<file path="config.mk">
export PLATFORM = sky130hd
export DESIGN_NAME = sao_stat_win_sched
export DESIGN_NICKNAME = d
export VERILOG_FILES = /design/src/rtl/sao_pkg.sv /design/src/rtl/sao_eo_mask_gen.sv /design/src/rtl/sao_stat_win_sched.sv
export SDC_FILE = /design/constraint.sdc
export NUM_CORES = 1
export LEC_CHECK = 0
export ABC_CLOCK_PERIOD_IN_PS = 7700
export CORE_AREA = 2 2 116 162
export DETAILED_ROUTE_END_ITERATION = 12
export DIE_AREA = 0 0 118 164
export PLACE_DENSITY = 0.92
export SYNTH_ARGS = -nofsm -noshare
export SYNTH_HDL_FRONTEND = slang
export SYNTH_HIERARCHICAL = 1
export SYNTH_SLANG_ARGS = --single-unit
</file>
<file path="constraint.sdc">
create_clock -name clk -period 7.7 [get_ports clk]
set_input_delay 1.155 -clock clk [delete_from_list [all_inputs] [get_ports clk]]
set_output_delay 1.155 -clock clk [all_outputs]
set_load 0.005 [all_outputs]
</file>
<file path="src/rtl/sao_pkg.sv">
// Shared types and constants for the SAO edge-offset statistics scan scheduler.
package sao_pkg;

   localparam int CTB_LOG2_DEF = 6;
   localparam int PIC_BITS_DEF = 13;
   localparam int WIN_W        = 2;
   localparam int WIN_H        = 2;

   typedef enum logic [1:0] {
      EO_0   = 2'd0,
      EO_90  = 2'd1,
      EO_135 = 2'd2,
      EO_45  = 2'd3
   } eo_class_e;

   typedef enum logic [1:0] {
      IDLE = 2'd0,
      SCAN = 2'd1,
      DONE = 2'd2
   } sched_state_e;

   function automatic logic [1:0] pix_idx(input logic dy, input logic dx);
      return {dy, dx};
   endfunction

endpackage

</file>
<file path="src/rtl/sao_eo_mask_gen.sv">
// Per-class validity mask of one 2x2 window from its absolute origin and the picture size.
module sao_eo_mask_gen
   import sao_pkg::*;
#(
   parameter int PIC_BITS = PIC_BITS_DEF
)
(
   input  logic [PIC_BITS:0]   org_x,
   input  logic [PIC_BITS:0]   org_y,
   input  logic [PIC_BITS-1:0] pic_w,
   input  logic [PIC_BITS-1:0] pic_h,
   output logic [15:0]         eo_mask
);

   localparam int AW = PIC_BITS + 1;

   logic [AW-1:0] pw_s;
   logic [AW-1:0] ph_s;
   logic [AW-1:0] px_s;
   logic [AW-1:0] py_s;
   logic          in_s;
   logic          hok_s;
   logic          vok_s;
   logic [1:0]    p_s;

   assign pw_s = {1'b0, pic_w};
   assign ph_s = {1'b0, pic_h};

   // Test every window pixel against the picture and the presence of its EO neighbours.
   always_comb begin
      eo_mask = 16'h0000;
      px_s    = {AW{1'b0}};
      py_s    = {AW{1'b0}};
      in_s    = 1'b0;
      hok_s   = 1'b0;
      vok_s   = 1'b0;
      p_s     = 2'd0;
      for (int dy = 0; dy < WIN_H; dy++) begin
         for (int dx = 0; dx < WIN_W; dx++) begin
            px_s  = org_x + AW'(dx);
            py_s  = org_y + AW'(dy);
            p_s   = pix_idx(1'(dy), 1'(dx));
            in_s  = (px_s < pw_s) && (py_s < ph_s);
            hok_s = (px_s != {AW{1'b0}}) && ((px_s + AW'(1)) < pw_s);
            vok_s = (py_s != {AW{1'b0}}) && ((py_s + AW'(1)) < ph_s);
            eo_mask[{EO_0,   p_s}] = in_s & hok_s;
            eo_mask[{EO_90,  p_s}] = in_s & vok_s;
            eo_mask[{EO_135, p_s}] = in_s & hok_s & vok_s;
            eo_mask[{EO_45,  p_s}] = in_s & hok_s & vok_s;
         end
      end
   end

endmodule

</file>
<file path="src/rtl/sao_stat_win_sched.sv">
// Raster scan of one CTB in 2x2 windows, issuing registered descriptors with EO validity masks.
module sao_stat_win_sched
   import sao_pkg::*;
#(
   parameter int CTB_LOG2 = CTB_LOG2_DEF,
   parameter int PIC_BITS = PIC_BITS_DEF
)
(
   input  logic                clk,
   input  logic                rst,
   input  logic                start,
   input  logic                abort,
   input  logic [PIC_BITS-1:0] ctb_x,
   input  logic [PIC_BITS-1:0] ctb_y,
   input  logic [PIC_BITS-1:0] pic_w,
   input  logic [PIC_BITS-1:0] pic_h,
   output logic                busy,
   output logic                done,
   output logic                win_valid,
   input  logic                win_ready,
   output logic [CTB_LOG2-1:0] win_x,
   output logic [CTB_LOG2-1:0] win_y,
   output logic                win_last,
   output logic [15:0]         eo_mask
);

   localparam int AW = PIC_BITS + 1;
   localparam logic [PIC_BITS-1:0] CTB_SIZE = PIC_BITS'(1 << CTB_LOG2);

   sched_state_e        state_r;
   logic [PIC_BITS-1:0] base_x_r;
   logic [PIC_BITS-1:0] base_y_r;
   logic [PIC_BITS-1:0] pic_w_r;
   logic [PIC_BITS-1:0] pic_h_r;
   logic [CTB_LOG2-1:0] lim_x_r;
   logic [CTB_LOG2-1:0] lim_y_r;

   logic                empty_s;
   logic [PIC_BITS-1:0] rem_w_s;
   logic [PIC_BITS-1:0] rem_h_s;
   logic [PIC_BITS-1:0] ext_w_s;
   logic [PIC_BITS-1:0] ext_h_s;
   logic [CTB_LOG2-1:0] in_lim_x_s;
   logic [CTB_LOG2-1:0] in_lim_y_s;
   logic [CTB_LOG2-1:0] cur_lim_x_s;
   logic [CTB_LOG2-1:0] cur_lim_y_s;
   logic [CTB_LOG2-1:0] nxt_x_s;
   logic [CTB_LOG2-1:0] nxt_y_s;
   logic                nxt_last_s;
   logic [AW-1:0]       org_x_s;
   logic [AW-1:0]       org_y_s;
   logic [PIC_BITS-1:0] dim_w_s;
   logic [PIC_BITS-1:0] dim_h_s;
   logic [15:0]         mask_s;

   // Clipped CTB extent from the live inputs; the limit is the top-left of the last (possibly straddling) window.
   always_comb begin
      empty_s = (ctb_x >= pic_w) || (ctb_y >= pic_h);
      rem_w_s = pic_w - ctb_x;
      rem_h_s = pic_h - ctb_y;
      if (rem_w_s > CTB_SIZE) begin
         ext_w_s = CTB_SIZE;
      end else begin
         ext_w_s = rem_w_s;
      end
      if (rem_h_s > CTB_SIZE) begin
         ext_h_s = CTB_SIZE;
      end else begin
         ext_h_s = rem_h_s;
      end
      in_lim_x_s = CTB_LOG2'(ext_w_s + PIC_BITS'(ext_w_s[0]) - PIC_BITS'(2));
      in_lim_y_s = CTB_LOG2'(ext_h_s + PIC_BITS'(ext_h_s[0]) - PIC_BITS'(2));
   end

   // Position of the window to present next; in IDLE that is the first window of the new CTB.
   always_comb begin
      if (state_r == IDLE) begin
         cur_lim_x_s = in_lim_x_s;
         cur_lim_y_s = in_lim_y_s;
         nxt_x_s     = {CTB_LOG2{1'b0}};
         nxt_y_s     = {CTB_LOG2{1'b0}};
         org_x_s     = {1'b0, ctb_x};
         org_y_s     = {1'b0, ctb_y};
         dim_w_s     = pic_w;
         dim_h_s     = pic_h;
      end else begin
         cur_lim_x_s = lim_x_r;
         cur_lim_y_s = lim_y_r;
         if (win_x == lim_x_r) begin
            nxt_x_s = {CTB_LOG2{1'b0}};
            nxt_y_s = win_y + CTB_LOG2'(2);
         end else begin
            nxt_x_s = win_x + CTB_LOG2'(2);
            nxt_y_s = win_y;
         end
         org_x_s = {1'b0, base_x_r} + AW'(nxt_x_s);
         org_y_s = {1'b0, base_y_r} + AW'(nxt_y_s);
         dim_w_s = pic_w_r;
         dim_h_s = pic_h_r;
      end
      nxt_last_s = (nxt_x_s == cur_lim_x_s) && (nxt_y_s == cur_lim_y_s);
   end

   sao_eo_mask_gen #(
      .PIC_BITS (PIC_BITS)
   ) u_mask (
      .org_x   (org_x_s),
      .org_y   (org_y_s),
      .pic_w   (dim_w_s),
      .pic_h   (dim_h_s),
      .eo_mask (mask_s)
   );

   // Scheduler FSM; descriptor and mask are loaded together so they always describe the same window.
   always_ff @(posedge clk or posedge rst) begin
      if (rst) begin
         state_r   <= IDLE;
         busy      <= 1'b0;
         done      <= 1'b0;
         win_valid <= 1'b0;
         win_last  <= 1'b0;
         win_x     <= {CTB_LOG2{1'b0}};
         win_y     <= {CTB_LOG2{1'b0}};
         eo_mask   <= 16'h0000;
         base_x_r  <= {PIC_BITS{1'b0}};
         base_y_r  <= {PIC_BITS{1'b0}};
         pic_w_r   <= {PIC_BITS{1'b0}};
         pic_h_r   <= {PIC_BITS{1'b0}};
         lim_x_r   <= {CTB_LOG2{1'b0}};
         lim_y_r   <= {CTB_LOG2{1'b0}};
      end else if (abort) begin
         state_r   <= IDLE;
         busy      <= 1'b0;
         done      <= 1'b0;
         win_valid <= 1'b0;
         win_last  <= 1'b0;
      end else begin
         case (state_r)
            IDLE: begin
               done <= 1'b0;
               if (start) begin
                  base_x_r <= ctb_x;
                  base_y_r <= ctb_y;
                  pic_w_r  <= pic_w;
                  pic_h_r  <= pic_h;
                  lim_x_r  <= in_lim_x_s;
                  lim_y_r  <= in_lim_y_s;
                  busy     <= 1'b1;
                  if (empty_s) begin
                     state_r <= DONE;
                     done    <= 1'b1;
                  end else begin
                     state_r   <= SCAN;
                     win_valid <= 1'b1;
                     win_x     <= nxt_x_s;
                     win_y     <= nxt_y_s;
                     win_last  <= nxt_last_s;
                     eo_mask   <= mask_s;
                  end
               end else begin
                  busy <= 1'b0;
               end
            end
            SCAN: begin
               if (win_valid && win_ready) begin
                  if (win_last) begin
                     state_r   <= DONE;
                     done      <= 1'b1;
                     win_valid <= 1'b0;
                     win_last  <= 1'b0;
                  end else begin
                     win_x    <= nxt_x_s;
                     win_y    <= nxt_y_s;
                     win_last <= nxt_last_s;
                     eo_mask  <= mask_s;
                  end
               end else begin
                  win_valid <= win_valid;
               end
            end
            DONE: begin
               state_r <= IDLE;
               done    <= 1'b0;
               busy    <= 1'b0;
            end
            default: begin
               state_r   <= IDLE;
               busy      <= 1'b0;
               done      <= 1'b0;
               win_valid <= 1'b0;
               win_last  <= 1'b0;
            end
         endcase
      end
   end

endmodule
</file>
## After elaboration in Yosys (flattened, before gate mapping)

Index checks and enable logic that the tools add are counted.

| word-level totals | value |
|---|---|
| register bits | 98 |
| logic and storage cells | 145 |
| output and inout port bits | 32 |

| operators by class | value |
|---|---|
| $add $sub $neg | 14 |
| magnitude comparators | 10 |
| equality and inequality tests | 15 |
| multiplexer cells | 56 |
| reduce and logical (&&, ||, !) cells | 23 |
| bitwise operators | 13 |

Operator list:

| operator | count |
|---|---|
| $mux 6 | 18 |
| $lt 14x13->1 | 6 |
| $mux 16 | 4 |
| $add 14x1->14 const B | 4 |
| $reduce_bool 14->1 | 4 |
| $pmux 16 s2 | 1 |
| $add 13x6->14 | 2 |
| $mux 14 | 2 |
| $ge 13x13->1 | 2 |
| $gt 13x7->1 const B | 2 |
| $mux 13 | 2 |
| $sub 13x13->13 | 2 |
| $pmux 6 s2 | 2 |
| $eq 6x6->1 | 3 |
| $mux 1 | 17 |
| $add 6x1->6 | 2 |
| $add 6x2->6 const B | 2 |
| $and 1x1->1 | 12 |
| $ne 2x2->1 const B | 6 |
| $ne 3x3->1 const B | 4 |
| $sub 6x2->6 const B | 2 |
| $logic_and 1x1->1 | 10 |
| $mux 2 | 5 |
| $pmux 1 s3 | 2 |
| 13 further kinds | 15 |

## Logic depth before layout (Yosys ltp)

Gate-level depths: netlist of the first run.

| logic depth | value |
|---|---|
| depth in word-level cells | 14 |
| depth in mapped cells | 32 |

## Hierarchy

Netlist of the first run, hierarchy kept.

By module, submodules not included:

| module | area an instance (um2) | cells each | instances | sequential area each (um2) |
|---|---|---|---|---|
| sao_stat_win_sched | 7,379.6 | 869 | 1 | 2,402.3 |
| sao_eo_mask_gen | 3,178.0 | 416 | 1 | 0.0 |

## Least setup slack after synthesis of the first run

No wires, ideal clock.

| path | value |
|---|---|
| path kind | flip-flop to flip-flop |
| start point | register win_x[1] |
| end point | register eo_mask[14] |
| data required time | 7.636 ns |
| period minus slack after synthesis | 6.546 ns |
| arrival | 6.482 ns |
| setup slack | 1.154 ns |
| stages on the path, launching flop included | 30 |
| cell sequence | dfrtp_1 -> buf_6 -> xnor2_1 -> nand4_1 -> nor3_4 -> buf_2 -> xor2_1 -> ha_1 -> a21o_1 -> a21oi_1 -> o21bai_1 -> a21oi_1 -> nor2b_1 -> o21ai_0 -> xnor2_1 -> o21ai_0 -> buf_2 -> nand4_4 -> or4_1 -> a2111oi_2 -> xor2_1 -> ha_1 -> a211o_1 -> a31o_2 -> o32ai_1 -> a211o_1 -> nand4_1 -> nor4b_1 -> buf_4 -> mux2_2 |

| on the way | value |
|---|---|
| cells in the longest elaborated chain, start to end | 13 |

RTL lines:

| element | line | RTL |
|---|---|---|
| start, declared | sao_stat_win_sched.sv:21 | `output logic [CTB_LOG2-1:0] win_x,` |
| start signal, assigned | sao_stat_win_sched.sv:122 | `win_x <= {CTB_LOG2{1'b0}};` |
| start signal, assigned | sao_stat_win_sched.sv:155 | `win_x <= nxt_x_s;` |
| start signal, assigned | sao_stat_win_sched.sv:172 | `win_x <= nxt_x_s;` |
| $eq 6x6->1 * | sao_stat_win_sched.sv:89 | `if (win_x == lim_x_r) begin` |
| $mux 6 * | sao_stat_win_sched.sv:89 |  |
| $mux 6 * | sao_stat_win_sched.sv:77 | `if (state_r == IDLE) begin` |
| $add 13x6->14 * | sao_stat_win_sched.sv:97 | `org_y_s = {1'b0, base_y_r} + AW'(nxt_y_s);` |
| $mux 14 * | sao_stat_win_sched.sv:77 |  |
| via org_y_s[7] | sao_stat_win_sched.sv:51 | `logic [AW-1:0] org_y_s;` |
| $add 14x1->14 * | sao_eo_mask_gen.sv:41 | `py_s = org_y + AW'(dy);` |
| $add 14x1->14 / $lt 14x13->1 (equally long branches) | sao_eo_mask_gen.sv:45, sao_eo_mask_gen.sv:43 |  |
| $lt 14x13->1 / $logic_and 1x1->1 (equally long branches) | sao_eo_mask_gen.sv:45, sao_eo_mask_gen.sv:43 |  |
| $logic_and 1x1->1 / $and 1x1->1 (equally long branches) | -- |  |
| $and 1x1->1 * | -- |  |
| via mask_s[10] | sao_stat_win_sched.sv:54 | `logic [15:0] mask_s;` |
| $mux 16 (on tied branches) | sao_stat_win_sched.sv:166, sao_stat_win_sched.sv:149 |  |
| $mux 16 (on tied branches) | sao_stat_win_sched.sv:165, sao_stat_win_sched.sv:141 |  |
| $pmux 16 s2 * | sao_stat_win_sched.sv:138 | `case (state_r)` |
| end signal, assigned | sao_stat_win_sched.sv:158 | `eo_mask <= mask_s;` |
| end signal, assigned | sao_stat_win_sched.sv:175 | `eo_mask <= mask_s;` |
| end, declared | sao_stat_win_sched.sv:24 | `output logic [15:0] eo_mask` |

Mark *: on every way through the listed nets, which the timed path passes. The rest lies on a longest branch. The select of a mux whose other input is x is not followed.
A chain may end at the register's enable or synchronous reset.

## Final worst setup path of the first run

| path | value |
|---|---|
| start point | register win_x[1] |
| end point | register eo_mask[10] |

| on the way | value |
|---|---|
| cells in the longest elaborated chain, start to end | 13 |

RTL lines:

| element | line | RTL |
|---|---|---|
| $eq 6x6->1 * | sao_stat_win_sched.sv:89 |  |
| $mux 6 * | sao_stat_win_sched.sv:89 |  |
| $mux 6 * | sao_stat_win_sched.sv:77 |  |
| $add 13x6->14 * | sao_stat_win_sched.sv:97 |  |
| $mux 14 * | sao_stat_win_sched.sv:77 |  |
| via org_y_s[9] | sao_stat_win_sched.sv:51 |  |
| $add 14x1->14 * | sao_eo_mask_gen.sv:41 |  |
| $add 14x1->14 / $lt 14x13->1 (equally long branches) | sao_eo_mask_gen.sv:45, sao_eo_mask_gen.sv:43 |  |
| $lt 14x13->1 / $logic_and 1x1->1 (equally long branches) | sao_eo_mask_gen.sv:45, sao_eo_mask_gen.sv:43 |  |
| $logic_and 1x1->1 / $and 1x1->1 (equally long branches) | sao_eo_mask_gen.sv:45, sao_eo_mask_gen.sv:48 |  |
| $and 1x1->1 * | sao_eo_mask_gen.sv:48 | `eo_mask[{EO_135, p_s}] = in_s & hok_s & vok_s;` |
| via mask_s[10] | sao_stat_win_sched.sv:54 |  |
| $mux 16 (on tied branches) | sao_stat_win_sched.sv:166, sao_stat_win_sched.sv:149 |  |
| $mux 16 (on tied branches) | sao_stat_win_sched.sv:165, sao_stat_win_sched.sv:141 |  |
| $pmux 16 s2 * | sao_stat_win_sched.sv:138 |  |

Marks and branches as above.

==> results of run 1 <==
[flip-flops by register name, summed over array words and instances, names as in the netlist, 2 cells and up]
register	cells
pic_w_r	13
base_x_r	13
pic_h_r	13
base_y_r	13
eo_mask	16
win_y	6
lim_x_r	5
state_r	2
lim_y_r	5
win_x	6
[stage by stage]
stage | hold slack [ns] | worst slack [ns] | instance area [um^2]
floorplan | 0.442 | 1.15 | 10600
global placement | 0.454 | 1.15 | 11600
detailed placement | 0.460 | 0.836 | 11600
CTS | 0.477 | 0.656 | 11900
global route | 0.505 | 0.233 | 11900
finish | 0.473 | 0.564 | 11900
[path summary, 6_finish.rpt]
kind                       cells after the start              startpoint                      end  slack (ns)
setup / recovery                              26    win_x[1]$_DFFE_PP0P_  eo_mask[10]$_DFFE_PP0P_        0.56
hold / removal                                 2  pic_h_r[6]$_DFFE_PP0P_   pic_h_r[6]$_DFFE_PP0P_        0.47
setup reg to reg                              26    win_x[1]$_DFFE_PP0P_  eo_mask[10]$_DFFE_PP0P_        0.56
hold reg to reg                                2  pic_h_r[6]$_DFFE_PP0P_   pic_h_r[6]$_DFFE_PP0P_        0.47
max in group asynchronous                      3                     rst     win_x[5]$_DFFE_PP0P_        5.35
min in group asynchronous                      2                     rst   eo_mask[1]$_DFFE_PP0P_        1.16
[cells by family (layout without fill, tap and decap cells)]
logic type	count (synthesis)	count (layout)	share of synthesized area, %
XOR/XNOR	103	103	8.86
flip-flops	96	96	22.8
AND/OR/NAND/NOR	469	469	22.4
buffers and inverters	150	221	6.09
AO/OA/AOI/OAI	282	282	17.9
multiplexers	50	50	5.59
adder cells (fa/ha/maj)	135	135	16.3
[power groups by stage]
stage,clock network (W),logic (W),registers [W]
3_5_place_dp,0,0.00127,0.000715
5_1_grt,0.000475,0.00143,0.000724
3_3_place_gp,0,0.00123,0.000712
4_1_cts,0.000454,0.00129,0.000707
6_report,0.000451,0.00130,0.000708
2_1_floorplan,0,0.000908,0.000692
[synth_stat cells (all sizes together), types with 11 or more instances]
cell	number
nor4	20
nor2b	16
ha	129
inv	96
mux2	42
nand3	30
buf	27
dfrtp	96
xnor2	67
clkbuf	27
xor2	36
nand2b	14
nand2	204
a21o	24
and3	11
a21oi	55
nand4	25
o21ai	91
a31oi	16
nor2	68
nor3	25
[cell type report]
| class | instances | share of cell area (%) |
|---|---|---|
| Timing Repair Buffer | 109 | 8.72 |
| Clock buffer | 12 | 2.07 |
| Clock inverter | 4 | 0.315 |
| Inverter | 96 | 3.05 |
| Tap cell | 240 | 2.52 |
| Multi-Input combinational cell | 1039 | 63.2 |
| Sequential cell | 96 | 20.2 |
[routing by layer]
metal  part of all wire, %  global-route usage [%]
met1                    39                    34.0
met2                    52                    55.3
met3                   5.1                    3.68
met4                   4.8                    17.0
met5                     0                       0
[worst min-delay path: stages (launching register included)]
cell and delay [ns]:
dfrtp_1 0.34, nand2_1 0.05, nand2_1 0.06
==> out/qor.csv, run 1 <==
stage,metric,value,unit
final_layout,antenna cell count,0,
clock_tree,number of CTS-inserted buffers,9,
logic_synthesis,yosys warns,6,
global_routing,total congestion overflow,0,
pwr,Pwr Total,0.00246,W
pwr,Cell Pwr Density,206,mW/mm^2
critical_path,worst stage delay on the critical path,0.58,ns
sta,Final Setup Violations,0,
clock_tree,H-tree level count,3,
sta,Max Freq,140,MHz
floorplan,IO Count,89,
worst_hold_path,HP Class,flop to flop,
critical_path,"Max stage delay cell, worst path",o21ai_0,
sta,Setup Total Neg Slack,0,ns
logic_synthesis,Post-synth EDFFs,0,
place,RD Place Congestion,0.998,
final_layout,"commonest non-fill, non-tap cells in the layout","201 x nand2_1, 129 x ha_1, 96 x dfrtp_1",
floorplan,Die H,164,um
clock_tree,clk buf depth,2,
final_layout,fin util,66.5,%
logic_synthesis,Area contributors post-synth,"dfrtp_1 23%, ha_1 15%, nand2_1 7.1%",
logic_synthesis,synthesized flop and latch total,96,
clock_tree,"Setup Fix Bufs, Post-CTS",0,
routing,wire per inst,18.2,um
clock_tree,hold_buf cts,0,
pwr,Flop pwr share,28.8,%
pwr,clock share of power,18.3,%
sta,period utilization,92.7,%
routing,drt via density,6.15,
pwr,internal power,0.00144,W
clock_tree,clk_lat worst skew,0.37,ns
critical_path,"Buf+Inv Stages, Crit Path",1,
final_layout,Nets,1542,
place,cell count after placement,1580,
sta,Worst Max-Slew Pin Slew,1.04,ns
pwr,Leak,5.45,nW
routing,total wire length,29000,um
routing,DR vias,9813,
logic_synthesis,syn_area_per_cell,8.22,um^2
pwr,Psw,0.00102,W
sta,min cycle time layout,7.14,ns
clock_tree,Root Driver,clkbuf_16,
final_layout,"most common cell after layout, fill and taps aside",nand2_1,
logic_synthesis,top-area cell type share of the netlist area,22.8,%
sta,Fin. Hold Viols,0,
final_layout,fill count,1449,
sta,RSZ-0062 raised after global routing,false,
global_routing,first-pass GRT wire length,47000,um
logic_synthesis,main flop type after synthesis,dfrtp_1,
logic_synthesis,Syn Inst Count,1285,
routing,post-route ant nets,0,
floorplan,DIE AREA,0.0194,mm^2
critical_path,Worst setup EP type,flop,
global_routing,initial antenna violation count,0,
global_routing,GR Util All Layers,30.2,%
sta,fin. max-slew vios,0,
pwr,worst vdd ir,0.142,mV
final_layout,area growth from synthesis to layout,12.8,%
sta,Worst Skew,0.0106,ns
critical_path,Worst Setup Path Type,flop to flop,
final_layout,Post-Layout Cell Count,1596,
logic_synthesis,"area leader, netlist",dfrtp_1,
final_layout,share of cells above drive strength 1,9.59,%
sta,Slew HR,30.4,%
critical_path,Startpoint Class,flop,
pwr,Logic pwr share,52.9,%
logic_synthesis,Post-Syn Nets,1476,
final_layout,area of the multi-input gates,0.00752,mm^2
global_routing,largest net degree at the start of global routing,91,
status,status,completed,
floorplan,FP Rows,58,
critical_path,top cell family by delay on the critical path,compound AO/OA/AOI/OAI gates,
floorplan,die width,118,um
floorplan,CORE AREA,0.0179,mm^2
place,DP HPWL,22700,um
clock_tree,CTS tree,built,
critical_path,crit path DAT,7.44,ns
final_layout,register area,0.00240,mm^2
clock_tree,cts repair resizes,0,
routing,DRT Pass-1 Iters,5,
run,max cap viols,0,
logic_synthesis,post-synth cell types,97,
clock_tree,Worst-path clk slew,0.07,ns
critical_path,required time of the critical path,8.00,ns
global_routing,vias in the first global route,9639,
clock_tree,Clock Sink Count,96,
routing,Starting DRT DRC Count,614,
critical_path,crit path max fanout,8,
logic_synthesis,Synth Cell Area,0.0106,mm^2
logic_synthesis,asr flop ratio synth,100,%
floorplan,Starting Density,58.9,%
pwr,Switching Share,41.6,%
place,# port buffers,88,
routing,DRC Markers,0,
logic_synthesis,register area share after synthesis,22.8,%
Note: power is estimated with default switching activity, not from simulation.
==> run 2, diff against run 1 <==
CORE_AREA = 2 2 137 192   (was 2 2 116 162)
DIE_AREA = 0 0 139 194   (was 0 0 118 164)
PLACE_DENSITY = 0.69   (was 0.92)
SYNTH_HIERARCHICAL = unset   (was 1)
==> run 2 against run 1 <==
Utilization fell by 21 points. Routed wire length rose by 7.7%. Die area increased by 39%. Clock power up 2%.
==> out/qor.csv, run 2 <==
stage,metric,value,unit,change
sta,Max Freq,149,MHz,+6.7%
routing,total wire length,31200,um,+7.7%
sta,RSZ-0062 raised after global routing,false,,
logic_synthesis,Post-synth EDFFs,0,,unchanged
clock_tree,Root Driver,clkbuf_16,,
clock_tree,number of CTS-inserted buffers,9,,unchanged
sta,Final Setup Violations,0,,unchanged
place,cell count after placement,1593,,+0.82%
run,max cap viols,0,,unchanged
pwr,Pwr Total,0.00206,W,-16%
clock_tree,H-tree level count,3,,unchanged
routing,DRC Markers,0,,unchanged
floorplan,DIE AREA,0.0270,mm^2,+39%
sta,Setup Total Neg Slack,0,ns,unchanged
floorplan,CORE AREA,0.0252,mm^2,+41%
global_routing,vias in the first global route,9226,,-4.3%
critical_path,Worst Setup Path Type,flop to flop,,
routing,DR vias,9263,,-5.6%
global_routing,total congestion overflow,0,,unchanged
clock_tree,"Setup Fix Bufs, Post-CTS",0,,unchanged
sta,period utilization,86.9,%,-5.8 points
routing,post-route ant nets,0,,unchanged
final_layout,Post-Layout Cell Count,1609,,+0.81%
final_layout,antenna cell count,0,,unchanged
critical_path,stages on the worst setup path,25,,-3.8%
critical_path,crit path DAT,6.97,ns,-0.47 ns
pwr,worst vdd ir,0.117,mV,-17%
critical_path,Startpoint Class,flop,,
worst_hold_path,hold-critical path depth,2,,unchanged
worst_hold_path,HP Class,flop to flop,,
routing,wire per inst,19.4,um,+6.9%
final_layout,area growth from synthesis to layout,14.8,%,
logic_synthesis,Synth top cells by count,"190 x nand2_1, 128 x ha_1, 92 x dfrtp_1",,
floorplan,Starting Density,39.3,%,-20 points
sta,Fin. Hold Viols,0,,unchanged
critical_path,most frequent CP cell,o21ai_0,,
logic_synthesis,syn_area_per_cell,8.15,um^2,-0.84%
floorplan,die width,139,um,+18%
sta,fin. max-slew vios,0,,unchanged
critical_path,crit path max fanout,9,,+1
logic_synthesis,asr flop ratio synth,100,%,unchanged
logic_synthesis,"area leader, netlist",dfrtp_1,,
place,# port buffers,88,,unchanged
logic_synthesis,register area share after synthesis,23.2,%,+0.48 points
sta,Worst Skew,0.0180,ns,+0.00740 ns
status,status,completed,,
clock_tree,clk_lat worst skew,0.37,ns,about the same
global_routing,met2 Usage GRT,44.1,%,-11 points
global_routing,largest net degree at the start of global routing,60,,-34%
critical_path,R2R depth,25,,-3.8%
logic_synthesis,post-synth cell types,83,,-14%
clock_tree,clk buf depth,2,,unchanged
floorplan,IO Count,89,,unchanged
critical_path,"Buf+Inv Stages, Crit Path",3,,+2
floorplan,FP Rows,69,,+19%
routing,drt via density,5.76,,-6.4%
global_routing,met1 usage,26.0,%,-8.1 points
global_routing,met3 Resource Use GR,2.35,%,-1.3 points
place,RD Place Congestion,0.921,,-7.7%
clock_tree,CTS tree,built,,
final_layout,"most common cell after layout, fill and taps aside",nand2_1,,
logic_synthesis,Post-Syn Nets,1407,,-4.7%
place,DP HPWL,25200,um,+11%
global_routing,initial antenna violation count,0,,unchanged
sta,Slew HR,42.1,%,+12 points
logic_synthesis,main flop type after synthesis,dfrtp_1,,
routing,DRT Pass-1 Iters,7,,+2
clock_tree,Clock Sink Count,92,,-4.2%
global_routing,grt peak-use layer,met2,,
final_layout,share of cells above drive strength 1,5.04,%,-4.5 points
critical_path,Worst setup EP type,flop,,
pwr,Cell Pwr Density,181,mW/mm^2,-12%
global_routing,GR Util All Layers,23.1,%,-7.2 points
routing,Starting DRT DRC Count,619,,+0.81%
logic_synthesis,yosys warns,0,,-6
pwr,Leak,5.08,nW,-6.8%
logic_synthesis,synthesized flop and latch total,92,,-4.2%
clock_tree,hold_buf cts,0,,unchanged
clock_tree,Worst-path clk slew,0.07,ns,about the same
critical_path,top cell family by delay on the critical path,compound AO/OA/AOI/OAI gates,,
final_layout,Nets,1476,,-4.3%
clock_tree,cts repair resizes,0,,unchanged
final_layout,"commonest non-fill, non-tap cells in the layout","190 x nand2_1, 128 x ha_1, 92 x dfrtp_1",,
sta,min cycle time layout,6.69,ns,-0.445 ns
floorplan,Die H,194,um,+18%
critical_path,"Max stage delay cell, worst path",or4_1,,
logic_synthesis,Syn Inst Count,1216,,-5.4%
critical_path,worst stage delay on the critical path,0.58,ns,about the same
logic_synthesis,Synth Cell Area,0.00991,mm^2,-6.2%
sta,Worst Max-Slew Pin Slew,0.866,ns,-0.176 ns
global_routing,first-pass GRT wire length,49600,um,+5.6%
logic_synthesis,Area contributors post-synth,"dfrtp_1 23%, ha_1 16%, nand2_1 7.2%",,
critical_path,required time of the critical path,7.98,ns,-0.02 ns
logic_synthesis,top-area cell type share of the netlist area,23.2,%,+0.48 points
logic_synthesis,most frequent cell after synthesis,nand2_1,,
run 2: changes by cell type in the layout (fill, tap and decap cells not counted), moves of 7 or more:
| cell | before | now |
|---|---|---|
| a22o_1 | 0 | 8 |
| o211ai_1 | 6 | 18 |
| nand2_1 | 201 | 190 |
| mux2_2 | 32 | 6 |
| o21a_1 | 6 | 18 |
| mux2i_1 | 8 | 30 |
| xor2_1 | 34 | 23 |
| inv_1 | 94 | 70 |
| nor4_1 | 20 | 7 |
| mux2_4 | 10 | 0 |
| o21ai_1 | 3 | 10 |
| a21oi_1 | 51 | 60 |
| buf_4 | 21 | 9 |
run 2: area by class of cell:
class,instances,area [um^2]
fillers,2494,13800
flip-flops and latches,92,2300
repair buffers,97,948
clock inverters,3,27.5
inverters,72,273
clock buffers,13,270
multi-input cells,1013,7150
well taps,319,399
run 2: routing by layer:
metal	wire, um	share of wire [%]
met2	16700	53
met3	940	3.0
met5	0	0
met1	12400	40
met4	1240	4.0
run 2: worst min-delay path, cell delays in order, from the launching register on:
cell and delay, ns:
dfrtp_1 0.34, nand2_1 0.05, nand2_1 0.05
run 2: logic make-up after synthesis:
family / Yosys count / share of synthesized area [%]
AND/OR/NAND/NOR: 426 / 20.6
AO/OA/AOI/OAI: 332 / 22.9
adder cells (fa/ha/maj): 134 / 17.4
buffers and inverters: 111 / 4.67
flip-flops: 92 / 23.2
XOR/XNOR: 84 / 7.43
multiplexers: 37 / 3.85
run 2: through the flow:
step	hold WS, ns	worst slack (ns)	utilization [%]	area (um^2)
final	0.477	1.01	45.1	11400
after floorplan	0.445	2.10	-	9910
after CTS	0.480	1.10	45.1	11400
after detailed placement	0.462	1.08	43.9	11100
after global routing	0.503	0.401	45.1	11400
after global placement	0.459	1.21	43.9	11100
run 2: final timing paths:
| check | from | end | slack [ns] |
|---|---|---|---|
| max | win_x[1]$_DFFE_PP0P_ | eo_mask[5]$_DFFE_PP0P_ | 1.01 |
| min | pic_h_r[4]$_DFFE_PP0P_ | pic_h_r[4]$_DFFE_PP0P_ | 0.48 |
| max reg2reg | win_x[1]$_DFFE_PP0P_ | eo_mask[5]$_DFFE_PP0P_ | 1.01 |
| min reg2reg | pic_h_r[4]$_DFFE_PP0P_ | pic_h_r[4]$_DFFE_PP0P_ | 0.48 |
| max in group asynchronous | rst | pic_w_r[9]$_DFFE_PP0P_ | 5.38 |
| min in group asynchronous | rst | win_y[5]$_DFFE_PP0P_ | 1.18 |
run 2: report_power, final:
group | internal [W] | switching (W) | total (W)
sequential | 0.000573 | 0.0000737 | 0.000647
combinational | 0.000415 | 0.000544 | 0.000959
clock | 0.000249 | 0.000209 | 0.000458
==> run 3, diff against run 2 <==
ABC_CLOCK_PERIOD_IN_PS = 7850   (was 7700)
clock period = 7.85 ns   (was 7.7 ns; I/O delays follow)
==> run 3 against run 2 <==
Register-to-register slack improved by 0.07 ns. Largest cell class unchanged. Combinational power decreased by 2.9%. Utilization decreased by 0.16 points. Routed wire length decreased by 1.1%. Critical path depth unchanged. Global-route usage decreased by 0.28 points. Non-clock buffer count decreased by 3. Highest routed layer unchanged. Hold slack got worse by 0.0035 ns.
==> out/qor.csv, run 3 (same netlist as run 2, synthesis figures left out) <==
stage,metric,value,unit,change
pwr,clock share of power,21.5,%,-0.7 points
pwr,Switching Share,40.2,%,+0.098 points
critical_path,Startpoint Class,flop,,
critical_path,crit path DAT,7.05,ns,+0.08 ns
sta,Max Freq,148,MHz,-1.1%
clock_tree,hold_buf cts,0,,unchanged
place,pre-CTS WS,1.19,ns,+0.105 ns
place,cell count after placement,1590,,-0.19%
sta,Worst Max-Slew Pin Slew,0.918,ns,+0.0513 ns
pwr,worst vdd ir,0.132,mV,+12%
routing,DRC Markers,0,,unchanged
pwr,Psw,0.000802,W,-3.0%
global_routing,vias in the first global route,9200,,-0.28%
place,# port buffers,88,,unchanged
final_layout,share of cells above drive strength 1,4.74,%,-0.30 points
floorplan,CORE AREA,0.0252,mm^2,unchanged
routing,Starting DRT DRC Count,630,,+1.8%
global_routing,initial antenna violation count,0,,unchanged
sta,Fin. Hold Viols,0,,unchanged
sta,Final Setup Violations,0,,unchanged
clock_tree,Clock Sink Count,92,,unchanged
sta,Worst Skew,0.0102,ns,-0.00786 ns
floorplan,Starting Density,39.3,%,unchanged
place,RD Place Congestion,0.932,,+1.2%
global_routing,GR Util All Layers,22.8,%,-0.28 points
routing,DR vias,9261,,-0.022%
status,status,completed,,
critical_path,worst stage delay on the critical path,0.57,ns,about the same
clock_tree,"Setup Fix Bufs, Post-CTS",0,,unchanged
final_layout,area growth from synthesis to layout,14.4,%,
critical_path,Worst Setup Path Type,flop to flop,,
clock_tree,H-tree level count,3,,unchanged
sta,hold_ws,0.473,ns,-0.00350 ns
pwr,internal power,0.00119,W,-3.4%
floorplan,DIE AREA,0.0270,mm^2,unchanged
final_layout,Post-Layout Cell Count,1606,,-0.19%
sta,period utilization,86.2,%,-0.70 points
pwr,Leak,5.06,nW,-0.42%
final_layout,fill count,2517,,+0.92%
floorplan,IO Count,89,,unchanged
clock_tree,clk buf depth,2,,unchanged
clock_tree,Worst-path clk slew,0.07,ns,about the same
sta,fin. max-slew vios,0,,unchanged
clock_tree,clk_lat worst skew,0.36,ns,about the same
floorplan,Die H,194,um,unchanged
routing,total wire length,30900,um,-1.1%
sta,Setup Total Neg Slack,0,ns,unchanged
floorplan,FP Rows,69,,unchanged
routing,drt via density,5.77,,+0.17%
clock_tree,cts repair resizes,0,,unchanged
critical_path,"Max stage delay cell, worst path",or4_1,,
pwr,Cell Pwr Density,176,mW/mm^2,-2.9%
clock_tree,number of CTS-inserted buffers,9,,unchanged
final_layout,Nets,1473,,-0.20%
run,max cap viols,0,,unchanged
place,DP HPWL,25000,um,-0.96%
critical_path,Worst setup EP type,flop,,
global_routing,first-pass GRT wire length,49100,um,-1.1%
worst_hold_path,HP Class,flop to flop,,
floorplan,die width,139,um,unchanged
global_routing,total congestion overflow,0,,unchanged
global_routing,largest net degree at the start of global routing,61,,+1.7%
critical_path,crit path max fanout,8,,-1
sta,RSZ-0062 raised after global routing,false,,
sta,fin worst setup slack,1.08,ns,+0.0744 ns
routing,wire per inst,19.2,um,-0.92%
final_layout,"most common cell after layout, fill and taps aside",nand2_1,,
routing,post-route ant nets,0,,unchanged
pwr,Flop pwr share,31.8,%,+0.5 points
sta,Slew HR,38.5,%,-3.6 points
routing,DRT Pass-1 Iters,5,,-2
final_layout,"commonest non-fill, non-tap cells in the layout","190 x nand2_1, 128 x ha_1, 92 x dfrtp_1",,
sta,min cycle time layout,6.77,ns,+0.0756 ns
final_layout,antenna cell count,0,,unchanged
pwr,Logic pwr share,46.6,%,about the same
critical_path,required time of the critical path,8.13,ns,+0.15 ns
clock_tree,Root Driver,clkbuf_16,,
clock_tree,CTS tree,built,,
## run 3: cell count changes in the layout (fill, tap and decap cells not counted)
| cell | before | now |
|---|---|---|
| buf_4 | 9 | 6 |
| clkbuf_8 | 3 | 1 |
| clkbuf_1 | 1 | 2 |
| clkinv_2 | 0 | 1 |
| clkinv_4 | 1 | 2 |
| clkinvlp_4 | 1 | 0 |
## run 3: worst paths after layout
path | startpoint | endpoint | slack, ns | cells after the start
max | win_x[1]$_DFFE_PP0P_ | eo_mask[4]$_DFFE_PP0P_ | 1.08 | 25
min | pic_w_r[9]$_DFFE_PP0P_ | pic_w_r[9]$_DFFE_PP0P_ | 0.47 | 2
max reg2reg | win_x[1]$_DFFE_PP0P_ | eo_mask[4]$_DFFE_PP0P_ | 1.08 | 25
min reg2reg | pic_w_r[9]$_DFFE_PP0P_ | pic_w_r[9]$_DFFE_PP0P_ | 0.47 | 2
max in group asynchronous | rst | pic_w_r[12]$_DFFE_PP0P_ | 5.51 | 3
min in group asynchronous | rst | win_y[5]$_DFFE_PP0P_ | 1.22 | 2
## run 3: final cells by class
type	count	area (um^2)	area share, %
Multi-Input combinational cell	1013	7150	63.1
Sequential cell	92	2300	20.3
Timing Repair Buffer	94	926	8.17
Tap cell	319	399	3.52
Inverter	72	273	2.41
Clock buffer	12	246	2.18
Clock inverter	4	33.8	0.298
## run 3: worst max-delay path, delay by kind of cell, from the launching register on
family / cells / cell delay, ns
simple gates: 6 / 1.47
xor+xnor: 4 / 1.20
flops: 1 / 0.51
buf+inv: 2 / 0.34
fa+ha+maj: 2 / 0.68
compound gates: 11 / 2.47
## run 3: power by group through the flow
stage	clock network (W)	registers, W	logic, W
floorplan	0	0.000624	0.000646
global placement	0	0.000643	0.000909
detailed placement	0	0.000645	0.000925
CTS	0.000440	0.000637	0.000931
global route	0.000453	0.000649	0.00104
finish	0.000430	0.000636	0.000931
## run 3: per-layer routing
metal | vias up | part of all wire [%] | GRT usage (%)
met2 | 235 | 54 | 43.1
met4 | 0 | 4.2 | 9.95
li1 | 4525 | - | -
met1 | 4431 | 39 | 25.7
met3 | 70 | 3.0 | 2.17
met5 | - | 0 | 0
## run 3: per-stage QoR
step	cell area (um^2)	util [%]	total power [W]
2_1_floorplan	9910	-	0.00127
3_3_place_gp	11100	43.8	0.00155
3_5_place_dp	11100	43.8	0.00157
4_1_cts	11300	45.0	0.00201
5_1_grt	11300	45.0	0.00214
6_report	11300	45.0	0.00200
